[src/rtl/float_mul_seq.sv]
// Sequential IEEE-754 single-precision multiplier: one shift-add step per cycle,
// then a single normalise/special-case cycle; valid/ready handshakes on both sides.
module float_mul_seq (
  input  logic        clk,
  input  logic        rst,
  input  logic        in_valid,
  output logic        in_ready,
  input  logic [22:0] a_man,
  input  logic [7:0]  a_exp,
  input  logic        a_sign,
  input  logic [22:0] b_man,
  input  logic [7:0]  b_exp,
  input  logic        b_sign,
  output logic        out_valid,
  input  logic        out_ready,
  output logic [22:0] r_man,
  output logic [7:0]  r_exp,
  output logic        r_sign
);

  typedef enum logic [1:0] {
    IDLE = 2'd0,
    MUL  = 2'd1,
    NORM = 2'd2,
    DONE = 2'd3
  } state_t;

  localparam logic [22:0] QNAN_MAN = 23'h400000;
  localparam logic [4:0]  LAST_STEP = 5'd23;

  state_t      state;
  state_t      state_nxt;
  logic [4:0]  cnt;
  logic [47:0] prod;

  logic [22:0] op_a_man;
  logic [7:0]  op_a_exp;
  logic        op_a_sign;
  logic [22:0] op_b_man;
  logic [7:0]  op_b_exp;
  logic        op_b_sign;

  logic        accept;
  logic [24:0] step_sum;

  logic        a_zero, b_zero, a_inf, b_inf, a_nan, b_nan;
  logic signed [9:0] e_sum;
  logic signed [9:0] e_norm;
  logic [22:0] man_norm;
  logic [22:0] res_man;
  logic [7:0]  res_exp;

  // ---------------------------------------------------------------- control
  always_ff @(posedge clk) begin
    // NOTE: registered state is always assigned with <= so every flop samples
    // the pre-edge values of every other flop, independent of block ordering.
    if (rst) state <= IDLE;
    else     state <= state_nxt;
  end

  always_comb begin
    // NOTE: every combinational output gets a default before the case so that
    // no path leaves it unassigned, which would otherwise infer a latch.
    state_nxt = state;
    in_ready  = 1'b0;
    out_valid = 1'b0;
    unique case (state)
      IDLE: begin
        in_ready = 1'b1;
        if (in_valid) state_nxt = MUL;
      end
      MUL:  if (cnt == LAST_STEP) state_nxt = NORM;
      NORM: state_nxt = DONE;
      DONE: begin
        out_valid = 1'b1;
        if (out_ready) state_nxt = IDLE;
      end
      default: state_nxt = IDLE;
    endcase
  end

  assign accept = (state == IDLE) && in_valid;

  // --------------------------------------------------------------- datapath
  // Multiplier sits in prod[23:0] and is consumed LSB first; the multiplicand
  // is added into the upper half and the whole register shifts right.
  assign step_sum = {1'b0, prod[47:24]} + (prod[0] ? {2'b01, op_a_man} : 25'd0);

  assign a_zero = (op_a_exp == 8'd0);
  assign b_zero = (op_b_exp == 8'd0);
  assign a_inf  = (op_a_exp == 8'hff) && (op_a_man == 23'd0);
  assign b_inf  = (op_b_exp == 8'hff) && (op_b_man == 23'd0);
  assign a_nan  = (op_a_exp == 8'hff) && (op_a_man != 23'd0);
  assign b_nan  = (op_b_exp == 8'hff) && (op_b_man != 23'd0);

  assign e_sum    = $signed({2'b00, op_a_exp}) + $signed({2'b00, op_b_exp}) - 10'sd127;
  assign e_norm   = prod[47] ? (e_sum + 10'sd1) : e_sum;
  assign man_norm = prod[47] ? prod[46:24] : prod[45:23];

  always_comb begin
    res_man = man_norm;
    res_exp = e_norm[7:0];
    if (a_nan || b_nan) begin
      res_exp = 8'hff;
      res_man = QNAN_MAN;
    end else if ((a_inf && b_zero) || (b_inf && a_zero)) begin
      res_exp = 8'hff;
      res_man = QNAN_MAN;
    end else if (a_inf || b_inf) begin
      res_exp = 8'hff;
      res_man = 23'd0;
    end else if (a_zero || b_zero) begin
      res_exp = 8'd0;
      res_man = 23'd0;
    end else if (e_norm >= 10'sd255) begin
      res_exp = 8'hff;
      res_man = 23'd0;
    end else if (e_norm <= 10'sd0) begin
      res_exp = 8'd0;
      res_man = 23'd0;
    end
  end

  always_ff @(posedge clk) begin
    if (rst) begin
      cnt       <= 5'd0;
      prod      <= 48'd0;
      r_man     <= 23'd0;
      r_exp     <= 8'd0;
      r_sign    <= 1'b0;
      op_a_man  <= 23'd0;
      op_a_exp  <= 8'd0;
      op_a_sign <= 1'b0;
      op_b_man  <= 23'd0;
      op_b_exp  <= 8'd0;
      op_b_sign <= 1'b0;
    end else begin
      unique case (state)
        IDLE: begin
          if (accept) begin
            op_a_man  <= a_man;
            op_a_exp  <= a_exp;
            op_a_sign <= a_sign;
            op_b_man  <= b_man;
            op_b_exp  <= b_exp;
            op_b_sign <= b_sign;
            cnt       <= 5'd0;
            prod      <= {24'd0, 1'b1, b_man};
          end
        end
        MUL: begin
          prod <= {step_sum, prod[23:1]};
          cnt  <= (cnt == LAST_STEP) ? 5'd0 : cnt + 5'd1;
        end
        NORM: begin
          r_man  <= res_man;
          r_exp  <= res_exp;
          r_sign <= op_a_sign ^ op_b_sign;
        end
        DONE: ;
        default: ;
      endcase
    end
  end

endmodule

[config.mk]
export PLATFORM = sky130hd
export DESIGN_NAME = float_mul_seq
export DESIGN_NICKNAME = d
export VERILOG_FILES = /design/src/rtl/float_mul_seq.sv
export SDC_FILE = /design/constraint.sdc
export NUM_CORES = 1
export LEC_CHECK = 0
export ABC_AREA = 1
export BUFFER_PORTS_ARGS = -buffer_cell sky130_fd_sc_hd__buf_2
export CORE_MARGIN = 10
export CORE_UTILIZATION = 61
export CTS_BUF_LIST = sky130_fd_sc_hd__clkbuf_4 sky130_fd_sc_hd__clkbuf_8
export CTS_CLUSTER_DIAMETER = 50
export CTS_CLUSTER_SIZE = 24
export DETAILED_ROUTE_END_ITERATION = 8
export PLACE_DENSITY = 0.83
export SETUP_SLACK_MARGIN = 0.02
export SKIP_LAST_GASP = 1
export SYNTH_ARGS = -nofsm -noshare
export SYNTH_HDL_FRONTEND = slang
export SYNTH_SLANG_ARGS = --single-unit
[constraint.sdc]
create_clock -name clk -period 3.3 [get_ports clk]
set_input_delay 0.825 -clock clk [delete_from_list [all_inputs] [get_ports clk]]
set_output_delay 0.825 -clock clk [all_outputs]
set_load 0.005 [all_outputs]
* Word-level counts from Yosys, hierarchy flattened
Index checks and enable logic that the tools add are counted.
** Storage, ports and cells
- Output and inout port bits :: 34
- Word-level logic and storage cells :: 78
- Bits in read-only memories :: 0
- Bits in latches :: 0
- Memories :: 0
- Bits in registers :: 151
- Memory bits (writable) :: 0
** Operators by class
- Shift operators :: 0
- $mul :: 0
- Equal/unequal tests :: 10
- Bitwise gates (word level) :: 1
- Reduce and logical (&&, ||, !) cells :: 22
- Magnitude comparators :: 2
- Add/subtract/negate cells :: 5
- Muxes and demuxes :: 26
- Div/mod/pow operators :: 0
** Operators by type and width (count)
- $mux W23 :: 7
- $pmux W48 S2 :: 1
- $mux W48 :: 1
- $mux W8 :: 6
- $logic_not A23 Y1 :: 2
- $reduce_bool A23 Y1 :: 2
- $add A24 B24 Y25 :: 1
- $mux W24 :: 1
- $eq A8 B8 Y1 const B :: 2
- $logic_not A8 Y1 :: 2
- $add A10 B2 Y10 const B :: 1
- $ge A10 B9 Y1 const B :: 1
- $le A10 B1 Y1 const B :: 1
- $mux W10 :: 1
- $mux W5 :: 2
- $pmux W5 S2 :: 1
- $sub A9 B7 Y10 const B :: 1
- $add A8 B8 Y9 :: 1
- $ne A2 B2 Y1 const B :: 4
- $pmux W2 S4 :: 1
- $logic_and A1 B1 Y1 :: 7
- $mux W2 :: 3
- $add A5 B1 Y5 const B :: 1
- $eq A5 B5 Y1 const B :: 1
- other kinds (9) :: 15

* Depth between registers and ports, before layout
Gate-level depths: netlist (run 1).
- Depth in word-level cells :: 11
- Depth in mapped cells :: 22
- Gate-level depth less buffers :: 21

* Worst setup path after synthesis (run 1)
No wires, ideal clock.
- Path type :: reg-to-reg
- From :: register op_a_exp[1]
- To :: register r_man[20]
- Setup slack :: 407 ps
- Setup time :: 143 ps
- Arrival :: 2749 ps
- Stages on the path, launching flop included :: 20
- Cells stage by stage :: dfxtp_1 ha_1 ha_1 fa_1 nand2_1 inv_1 nand2_1 nor2_2 nand3_2 nor2_4 nand3_4 nand2_1 inv_2 nor2_4 nand2_4 and2_4 buf_6 buf_12 nand3_2 a21oi_2
** Between the ends
- Word-level cells in the longest chain between the ends :: 11
** RTL lines
- from (decl) :: RTL line 37 : logic [7:0] op_a_exp;
- from (signal assigned) :: RTL line 142 : op_a_exp <= a_exp;
- $add A8 B8 Y9 :: RTL line 96 : assign e_sum = $signed({2'b00, op_a_exp}) + $signed({2'b00, op_b_exp}) - 10'sd127;
- $sub A9 B7 Y10 :: RTL line 96
- $add A10 B2 Y10 :: RTL line 97 : assign e_norm = prod[47] ? (e_sum + 10'sd1) : e_sum;
- $mux W10 :: RTL line 97
- $le A10 B1 Y1 :: RTL line 118 : end else if (e_norm <= 10'sd0) begin
- $mux W23 :: RTL line 118
- $mux W23 :: RTL line 115 : end else if (e_norm >= 10'sd255) begin
- $mux W23 :: RTL line 112 : end else if (a_zero || b_zero) begin
- $mux W23 :: RTL line 109 : end else if (a_inf || b_inf) begin
- $mux W23 :: RTL line 106 : end else if ((a_inf && b_zero) || (b_inf && a_zero)) begin
- $mux W23 (*) :: RTL line 103 : if (a_nan || b_nan) begin
- to (signal assigned) :: RTL line 156 : r_man <= res_man;
- to (decl) :: RTL line 16 : output logic [22:0] r_man,
Mark *: on every way between the ends. The rest lies on a longest branch, timed or not.
A chain may end at the register's enable or synchronous reset.

* Worst setup path in the final report (run 1)
- From :: register op_a_exp[1]
- To :: register r_man[21]
Same word-level chain as after synthesis.

==> impl_metrics.csv, run 1 <==
group,metric,value,unit
route,ant_nets,0,
timing,slew_headroom,28.3,%
clock_network,clk_latency,0.47,ns
power_and_ir_drop,p_int,3.95,mW
setup_path,cpMaxStageDelayCell,"fa_1",
final_layout,fillers,1320,
global_routing,grtUsageTotal,22.1,%
final_layout,stdcell_count,1594,
clock_network,clkTransAtPathRegs,0.10,ns
final_layout,nets,1512,
timing,slew_viol_final,0,
floorplan,fp.dieH,142,µm
clock_network,cts_max_level,4,
timing,skew,0.0126,ns
setup_path,path_class,"reg -> reg",
synthesis,synth_top_cell_by_area,"dfxtp_1",
place,io_buffers,101,
route,dr.pass1.iters,5,
floorplan,start_util,62.3,%
final_layout,drive_above_1_share,17.7,%
synthesis,ys_types,46,
setup_path,cpPeakStageDelay,0.58,ns
place,numPlacedInstances,1558,
synthesis,synth_top_family_by_area,"simple AND/OR/NAND/NOR gates",
power_and_ir_drop,switchingPower,3.00,mW
setup_path,path_cells,"ha_1 > ha_2 > fa_1 > nand2_1 > inv_1 > nand2_2 > nor2_2 > nand3_2 > nor2_4 > nor2_2 > buf_4 > nor2_1 > nand2_1 > nor2_4 > nand2_4 > and2_4 > nand3_1 > a21oi_1",
floorplan,core-area,0.0145,mm²
clock_network,holdBufCountCts,0,
timing,period_minus_slack,3.09,ns
global_routing,antenna_found_initial,0,
global_routing,grt_pass1_vias,8270,
global_routing,grt_max_degree,50,
setup_path,crit_fanout,12,
timing,min_period_over_period,93.5,%
hold_path,hold_path_class,"reg -> reg",
power_and_ir_drop,swShare,43.1,%
setup_path,cp.required,3.63,ns
setup_path,crit_path_start_kind,"flip-flop",
synthesis,synth_adder_area_share,6.66,%
power_and_ir_drop,p_clk_share,21.9,%
setup_path,critPathTopFamily,"simple AND/OR/NAND/NOR gates",
synthesis,muxShareOfSynthArea,0,%
place,gp_congestion,0.935,
power_and_ir_drop,powerDensity,686,mW/mm²
synthesis,synth.avg_cell_area,6.82,µm²
synthesis,ys_seq_area_share,33.4,%
route,drt_iter0_drc,693,
clock_network,cts_sinks,151,
setup_path,critPathArrivalTime,3.42,ns
synthesis,synth-seq-cells,151,
clock_network,clockRootBuffer,"clkbuf_8",
route,drt-wirelength-per-cell,14.1,µm
route,dr_total_vias,8863,
power_and_ir_drop,power_frac_seq,36.3,%
synthesis,ys_warn_count,0,
job,cap_violations,0,
synthesis,synthCells,1327,
timing,hold_viol,0,
final_layout,n_antenna_cell,0,
timing,setup_viol,0,
outcome,status,"complete, no violations",
clock_network,cts_max_path_buffers,2,
global_routing,grt_pass1_wl,37900,µm
power_and_ir_drop,leakagePower,4.54,nW
setup_path,critPathBufInv,2,
floorplan,die-area,0.0201,mm²
floorplan,die_x,142,µm
synthesis,synth_most_common_cell,"nand2_1",
floorplan,top_level_ports,102,
floorplan,rows,44,
global_routing,grt_remaining_overflow,0,
final_layout,syn_to_final_growth,11.8,%
setup_path,end_kind,"flip-flop",
synthesis,synth.area.top_cells,"dfxtp_1 (33%), nand2_1 (11%), o21ai_0 (7.0%)",
route,drc_errors,0,
timing,rsz0062_at_grt,"false",
timing,worstMarginPinSlew,1.07,ns
route,finalWirelength,22500,µm
power_and_ir_drop,power.share.combinational,41.8,%
synthesis,synth_edf_count,0,
synthesis,synthSimpleGateAreaFrac,29.7,%
synthesis,ys.flop_type,"dfxtp_1",
power_and_ir_drop,vdd_drop_max,0.421,mV
synthesis,synth_xor_area_share,0.484,%
synthesis,ys_async_sr_fraction,0,%
timing,fmax,0.324,GHz
synthesis,synth.top_cells.by_count,"nand2_1 (257), nor2_1 (169), dfxtp_1 (151)",
place,dp_hpwl,16800,µm
route,viasPerCell,5.56,
synthesis,syn-cell-area,0.00905,mm²
clock_network,cts-buffers-inserted,17,
clock_network,tritoncts,"done",
timing,tns,0,ns
synthesis,synth_top_area_share,33.4,%
synthesis,synth_fp_nets,1442,
synthesis,synth_compound_area_share,20.5,%
-- stage by stage --
step	setup WS (ns)	total power, mW	hold slack [ns]	cell area (µm²)	utilization [%]
3_3_place_gp	0.309	5.24	0.438	9630	66.2
4_1_cts	0.150	6.85	0.458	10100	69.2
3_5_place_dp	0.180	5.33	0.445	9630	66.2
5_1_grt	0.0345	7.50	0.481	10100	69.6
2_1_floorplan	0.407	4.70	0.429	9050	-
6_report	0.215	6.94	0.453	10100	69.6
-- flip-flops by register name, summed over array words and instances (netlist names) --
| name | cells |
|---|---|
| prod | 48 |
| op_b_man | 23 |
| r_sign | 1 |
| state | 2 |
| op_b_sign | 1 |
| op_a_exp | 8 |
| r_exp | 8 |
| op_a_sign | 1 |
| op_a_man | 23 |
| op_b_exp | 8 |
| cnt | 5 |
| r_man | 23 |
-- placed cells by master, fill, tap and decap left out, types with 3 or more instances in the layout --
cell type,count
clkinv_1,4
nand3_2,24
o21a_1,3
nand4_1,40
a21boi_0,3
a21o_1,4
o21ai_0,127
inv_2,9
nand3_1,51
nand2_1,254
a211oi_1,22
buf_4,19
inv_8,3
dfxtp_1,150
o21bai_1,6
nand3b_1,5
a21oi_1,105
ha_1,44
inv_1,121
a21oi_2,22
or2_2,8
clkbuf_8,17
buf_2,101
nor2_2,7
nor3_1,12
inv_6,4
a31oi_1,23
nand2_2,12
xor2_1,4
nor2_1,169
-- worst reg2reg max path: stages (launching register included) --
cell and delay, ns:
dfxtp_2 0.36, ha_1 0.30, ha_2 0.21, fa_1 0.58, nand2_1 0.06, inv_1 0.06, nand2_2 0.08, nor2_2 0.10
nand3_2 0.11, nor2_4 0.16, nor2_2 0.05, buf_4 0.13, nor2_1 0.08, nand2_1 0.09, nor2_4 0.11, nand2_4 0.09
and2_4 0.22, nand3_1 0.10, a21oi_1 0.06
-- path summary, 6_finish.rpt --
check	from	endpoint	slack, ns	cells after the start
worst min-delay path	op_b_man[11]	op_b_man[11]	0.45	2
worst max-delay path	op_a_exp[1]	r_man[21]	0.21	18
worst max register to register	op_a_exp[1]	r_man[21]	0.21	18
worst min register to register	op_b_man[11]	op_b_man[11]	0.45	2
-- power groups by stage --
stage               combinational [mW]  sequential, mW  clock, mW
detailed placement                2.78            2.55          0
finish                            2.90            2.52       1.52
floorplan                         2.22            2.48          0
CTS                               2.79            2.51       1.54
global placement                  2.71            2.53          0
global route                      3.31            2.57       1.62
-- layer usage --
layer	routed length, µm	vias up	global-route usage (%)
met1	10400	4014	28.9
met5	0	-	0
met2	10200	251	35.2
met4	405	0	6.56
li1	-	4564	-
met3	1450	34	5.27
-- cell type report --
cell class / instances / area, µm² / share of cell area (%)
multi-input combinational: 970 / 5220 / 51.6
timing repair buffer: 123 / 713 / 7.05
tap: 184 / 230 / 2.27
clock inverter: 14 / 186 / 1.84
clock buffer: 18 / 241 / 2.39
inverter: 134 / 503 / 4.97
sequential: 151 / 3020 / 29.9
-- what timing repair did --
| action | CTS | global route |
|---|---|---|
| setup endpoints to repair | 0 | 28 |
| buffers inserted | 0 | 2 |
| resized for setup | 0 | 7 |
-- logic make-up (layout without fill, tap and decap cells) --
logic type	after synthesis	in the layout
fa+ha+maj	47	47
xor+xnor	5	5
simple gates	592	593
compound gates	325	325
buf+inv	207	289
flops	151	151
No activity file was read; power rests on OpenSTA's default activity.
==> run 2, diff against run 1 <==
Settings changed: MAX_ROUTING_LAYER set to met4.
==> run 2 against run 1 <==
Worst hold slack improved by 0.0075 ns; non-clock buffer count decreased by 1; largest cell class unchanged; first-iteration DRC count decreased by 12%; sequential share of layout area grew 0.10 points; global-route usage up 0.34 points; combinational power fell by 1%; clock skew about the same; die area is the same; via count down 0.42%.
==> impl_metrics.csv, run 2 (synthesis results as in run 1) <==
group,metric,value,unit
outcome,status,"complete, no violations",
power_and_ir_drop,swShare,43.1,%
timing,rsz0062_at_grt,"false",
floorplan,top_level_ports,102,
floorplan,rows,44,
global_routing,grtUsageTotal,22.4,%
floorplan,core-area,0.0145,mm²
power_and_ir_drop,powerDensity,685,mW/mm²
setup_path,critPathBufInv,2,
final_layout,nets,1511,
hold_path,hold_path_class,"reg -> reg",
floorplan,fp.dieH,142,µm
setup_path,crit_fanout,15,
setup_path,path_class,"reg -> reg",
setup_path,end_kind,"flip-flop",
timing,worstMarginPinSlew,1.06,ns
clock_network,cts_sinks,151,
timing,slew_headroom,28.8,%
timing,tns,0,ns
final_layout,drive_above_1_share,17.5,%
clock_network,cts-buffers-inserted,17,
final_layout,regMostFlops,"prod",
timing,fmax,0.327,GHz
clock_network,holdBufCountCts,0,
clock_network,clkTransAtPathRegs,0.09,ns
timing,skew,0.0121,ns
timing,hold_viol,0,
setup_path,cpMaxStageDelayCell,"fa_1",
place,gp_congestion,0.971,
clock_network,clockRootBuffer,"clkbuf_8",
clock_network,tritoncts,"done",
route,ant_nets,0,
power_and_ir_drop,p_int,3.93,mW
final_layout,syn_to_final_growth,11.4,%
final_layout,largest_reg_flops,48,
route,viasPerCell,5.54,
power_and_ir_drop,leakagePower,4.53,nW
global_routing,antenna_found_initial,0,
final_layout,seq_area,0.00302,mm²
power_and_ir_drop,vdd_drop_max,0.368,mV
route,finalWirelength,22700,µm
clock_network,cts_max_path_buffers,2,
global_routing,grt_pass1_wl,37200,µm
floorplan,die-area,0.0201,mm²
place,dp_hpwl,16700,µm
timing,period_minus_slack,3.05,ns
place,io_buffers,101,
place,place_area,0.00961,mm²
setup_path,cp.required,3.69,ns
setup_path,path_cells,"ha_1 > ha_2 > fa_1 > nand2_1 > inv_1 > nand2_1 > nor2_2 > nand3_2 > nor2_4 > nand3_4 > o21ai_2 > nand2_4 > nand2_2 > clkbuf_16 > nand3_1 > a21oi_1",
power_and_ir_drop,power_frac_seq,36.5,%
route,drc_errors,0,
global_routing,grt_max_degree,50,
clock_network,cts_max_level,4,
timing,setup_viol,0,
power_and_ir_drop,p_clk_share,22.1,%
final_layout,final_cell_mix,"nand2_1 (255), nor2_1 (169), dfxtp_1 (150), o21ai_0 (127), inv_1 (121)",
setup_path,crit_path_frequent_cell,"nand2_1",
final_layout,final_area,0.0101,mm²
final_layout,final_common_cell,"nand2_1",
place,dpl_worst_slack,0.193,ns
floorplan,die_x,142,µm
final_layout,fillers,1313,
route,dr_total_vias,8826,
timing,min_period_over_period,92.5,%
final_layout,multi_input_area,0.00521,mm²
setup_path,cpPeakStageDelay,0.58,ns
power_and_ir_drop,power.share.combinational,41.4,%
clock_network,clk_latency,0.47,ns
timing,slew_viol_final,0,
setup_path,critPathTopFamily,"adder cells",
floorplan,start_util,62.3,%
setup_path,crit_path_start_kind,"flip-flop",
timing,setup_ws,0.246,ns
job,cap_violations,0,
setup_path,critPathArrivalTime,3.45,ns
route,drt-wirelength-per-cell,14.2,µm
route,dr.pass1.iters,5,
final_layout,n_antenna_cell,0,
global_routing,grt_pass1_vias,7997,
power_and_ir_drop,switchingPower,2.97,mW
route,drt_iter0_drc,611,
global_routing,grt_remaining_overflow,0,
run 2: cell type report:
type	count	area share [%]
multi-input cells	970	51.6
clock buffers	18	2.46
flip-flops and latches	151	30.0
inverters	134	4.99
well taps	184	2.28
clock inverters	14	1.77
repair buffers	122	6.87
run 2: path summary, 6_finish.rpt:
path,start,to,slack (ns),cells past startpoint
max,op_a_exp[1],r_man[21],0.25,16
min,op_b_man[13],op_b_man[13],0.46,2
max reg2reg,op_a_exp[1],r_man[21],0.25,16
min reg2reg,op_b_man[13],op_b_man[13],0.46,2
run 2: worst reg2reg max path, delay by kind of cell, from the launching register on:
family	cells	cell delay, ns
flip-flops	1	0.35
adder cells (fa/ha/maj)	3	1.10
buffers and inverters	2	0.27
AO/OA/AOI/OAI	2	0.29
AND/OR/NAND/NOR	9	0.98
run 2: power groups by stage:
| stage | clock network [mW] | logic [mW] | registers, mW |
|---|---|---|---|
| after floorplan | 0 | 2.22 | 2.48 |
| after global placement | 0 | 2.69 | 2.53 |
| after detailed placement | 0 | 2.75 | 2.55 |
| after CTS | 1.54 | 2.77 | 2.51 |
| after global routing | 1.61 | 3.26 | 2.56 |
| final | 1.53 | 2.86 | 2.52 |
run 2: per-layer routing:
metal / share of wire [%] / GRT usage [%]
met4: 1.1 / 5.33
met3: 5.8 / 4.51
met2: 45 / 34.5
met5: 0 / -
met1: 48 / 29.7
run 2: repair_timing:
action / CTS / global route
setup endpoints to repair: 0 / 30
gates resized for setup: 0 / 4
buffers inserted: 0 / 1
run 2: through the flow:
| stage | utilization (%) | instances | hold slack, ns | power (mW) |
|---|---|---|---|---|
| after detailed placement | 66.1 | 1558 | 0.448 | 5.30 |
| final | 69.4 | 1593 | 0.460 | 6.91 |
| after CTS | 69.1 | 1590 | 0.460 | 6.82 |
| after global routing | 69.4 | 1593 | 0.478 | 7.44 |
| after global placement | 66.1 | 1558 | 0.437 | 5.22 |
| after floorplan | - | 1327 | 0.429 | 4.70 |
==> run 3, diff against run 2 <==
Settings changed: CORE_UTILIZATION 61 to 60, CTS_BUF_LIST sky130_fd_sc_hd__clkbuf_4 sky130_fd_sc_hd__clkbuf_8 to unset, PLACE_DENSITY 0.83 to 0.81, TNS_END_PERCENT set to 10.
==> run 3 against run 2 <==
Via count rose by 0.27%; combinational power decreased by 2%; routed wire length decreased by 0.94%; clock power up 26%; total power rose by 5.0%; final cell count about the same; sequential share of layout area shrank 0.39 points; critical path type unchanged; largest cell class unchanged.
==> impl_metrics.csv, run 3 (synthesis results as in run 1) <==
group,metric,value,unit
place,place_area,0.00962,mm²
power_and_ir_drop,leakagePower,4.59,nW
outcome,status,"complete, no violations",
route,dr.pass1.iters,5,
power_and_ir_drop,powerDensity,710,mW/mm²
hold_path,hold_path_class,"reg -> reg",
final_layout,stdcell_count,1592,
clock_network,cts_max_path_buffers,2,
clock_network,clk_latency,0.43,ns
final_layout,final_area,0.0102,mm²
global_routing,grt_remaining_overflow,0,
route,drt-wirelength-per-cell,14.1,µm
final_layout,syn_to_final_growth,12.8,%
place,io_buffers,101,
floorplan,fp.dieH,143,µm
floorplan,rows,44,
final_layout,multi_input_area,0.00520,mm²
floorplan,die_x,143,µm
clock_network,cts-buffers-inserted,17,
route,drc_errors,0,
place,numPlacedInstances,1559,
setup_path,end_kind,"flip-flop",
final_layout,n_antenna_cell,0,
clock_network,cts_max_level,4,
timing,period_minus_slack,3.11,ns
global_routing,grt_pass1_vias,7980,
global_routing,antenna_found_initial,0,
global_routing,grtUsageTotal,22.2,%
setup_path,cpMaxStageDelayCell,"fa_1",
power_and_ir_drop,switchingPower,3.01,mW
power_and_ir_drop,power_frac_seq,34.7,%
final_layout,postLayoutCoreUtil,69.8,%
timing,skew,0.00967,ns
global_routing,grt_max_degree,62,
power_and_ir_drop,p_clk_share,26.6,%
setup_path,reg2regPathDepth,17,
final_layout,final_cell_mix,"nand2_1 (256), nor2_1 (169), dfxtp_1 (151), o21ai_0 (127), inv_1 (121)",
route,finalWirelength,22500,µm
setup_path,critPathTopFamily,"adder cells",
final_layout,fillers,1255,
timing,slew_viol_final,0,
route,drt_iter0_drc,612,
place,dp_hpwl,16500,µm
setup_path,regToRegSetupSlack,0.19,ns
clock_network,holdBufCountCts,0,
final_layout,final_common_cell,"nand2_1",
timing,fmax,0.322,GHz
floorplan,core-area,0.0146,mm²
setup_path,crit_fanout,30,
power_and_ir_drop,power.share.combinational,38.7,%
setup_path,crit_path_frequent_cell,"nand2_1",
final_layout,largest_reg_flops,48,
timing,hold_viol,0,
timing,rsz0062_at_grt,"true",
floorplan,die-area,0.0204,mm²
final_layout,drive_above_1_share,17.2,%
power_and_ir_drop,vdd_drop_max,0.455,mV
route,dr_total_vias,8850,
route,ant_nets,0,
timing,min_period_over_period,94.2,%
place,gp_congestion,0.996,
clock_network,clkTransAtPathRegs,0.07,ns
timing,setup_viol,0,
job,cap_violations,0,
setup_path,critPathArrivalTime,3.41,ns
clock_network,cts_sinks,151,
final_layout,seq_area,0.00302,mm²
power_and_ir_drop,swShare,41.6,%
setup_path,cpPeakStageDelay,0.54,ns
timing,worstMarginPinSlew,1.07,ns
clock_network,tritoncts,"done",
power_and_ir_drop,p_int,4.24,mW
setup_path,path_cells,"ha_1 > ha_1 > fa_1 > nand2_1 > inv_1 > nand2_1 > nor2_2 > nand3_2 > nor2_4 > nand3_4 > o21ai_2 > nand2_4 > nand2_1 > buf_12 > nand2_1 > nand2_1 > a21oi_1",
global_routing,grt_pass1_wl,37000,µm
setup_path,cp.required,3.60,ns
final_layout,nets,1510,
hold_path,hold_depth,2,
setup_path,critical_path_depth,17,
clock_network,clockRootBuffer,"clkbuf_16",
timing,slew_headroom,28.6,%
final_layout,regMostFlops,"prod",
setup_path,crit_path_start_kind,"flip-flop",
setup_path,critPathBufInv,2,
floorplan,start_util,61.8,%
setup_path,path_class,"reg -> reg",
floorplan,top_level_ports,102,
route,viasPerCell,5.56,
==> run 3: changes by cell type in the layout (fill, tap and decap cells not counted), moves of 2 or more <==
cell,delta
clkbuf_8,-18
clkbuf_16,+16
clkinv_4,-2
clkinvlp_4,+2
==> run 3: worst register-to-register path, cell delays in order, from the launching register on <==
cell and delay [ns]:
dfxtp_1 0.42, ha_1 0.28, ha_1 0.25, fa_1 0.54, nand2_1 0.06, inv_1 0.05, nand2_1 0.08, nor2_2 0.10
nand3_2 0.11, nor2_4 0.15, nand3_4 0.10, o21ai_2 0.16, nand2_4 0.12, nand2_1 0.13, buf_12 0.21, nand2_1 0.09
nand2_1 0.06, a21oi_1 0.06
==> run 3: timing repair <==
item / 4_1_cts / 5_1_grt
endpoints found under the setup margin: 0 / 26
buffers inserted: 0 / 0
resized for setup: 0 / 1
==> run 3: final cells by class <==
| class | instances | area share, % |
|---|---|---|
| multi-input combinational | 970 | 51.0 |
| sequential | 151 | 29.6 |
| timing repair buffer | 121 | 6.54 |
| inverter | 134 | 4.92 |
| clock buffer | 17 | 4.16 |
| tap | 184 | 2.25 |
| clock inverter | 15 | 1.57 |
==> run 3: stage by stage <==
stage / hold slack (ns) / setup TNS (ns) / setup slack (ns) / power (mW)
final: 0.450 / 0 / 0.192 / 7.25
after global routing: 0.475 / -0.0137 / -0.00877 / 7.77
after CTS: 0.453 / 0 / 0.113 / 7.24
after detailed placement: 0.443 / 0 / 0.198 / 5.31
after global placement: 0.437 / 0 / 0.310 / 5.23
after floorplan: 0.429 / 0 / 0.407 / 4.70
==> run 3: power by group through the flow <==
| stage | registers (mW) | logic [mW] | clock network [mW] |
|---|---|---|---|
| after floorplan | 2.48 | 2.22 | 0 |
| after global placement | 2.53 | 2.70 | 0 |
| after detailed placement | 2.55 | 2.76 | 0 |
| after CTS | 2.51 | 2.78 | 1.95 |
| after global routing | 2.56 | 3.18 | 2.03 |
| final | 2.52 | 2.81 | 1.93 |
==> run 3: worst paths after layout <==
kind,from,endpoint
hold reg to reg,op_b_man[10],op_b_man[10]
hold / removal,op_b_man[10],op_b_man[10]
setup / recovery,op_a_exp[1],r_exp[1]
setup reg to reg,op_a_exp[1],r_exp[1]
==> run 3: layer usage <==
layer / track usage [%] / vias up / routed length (µm) / share of wire [%]
met1: 28.1 / 4026 / 10500 / 47
met4: 6.35 / 0 / 284 / 1.3
met3: 4.21 / 25 / 1260 / 5.6
met5: - / - / 0 / 0
met2: 35.4 / 239 / 10400 / 46
li1: - / 4560 / - / -
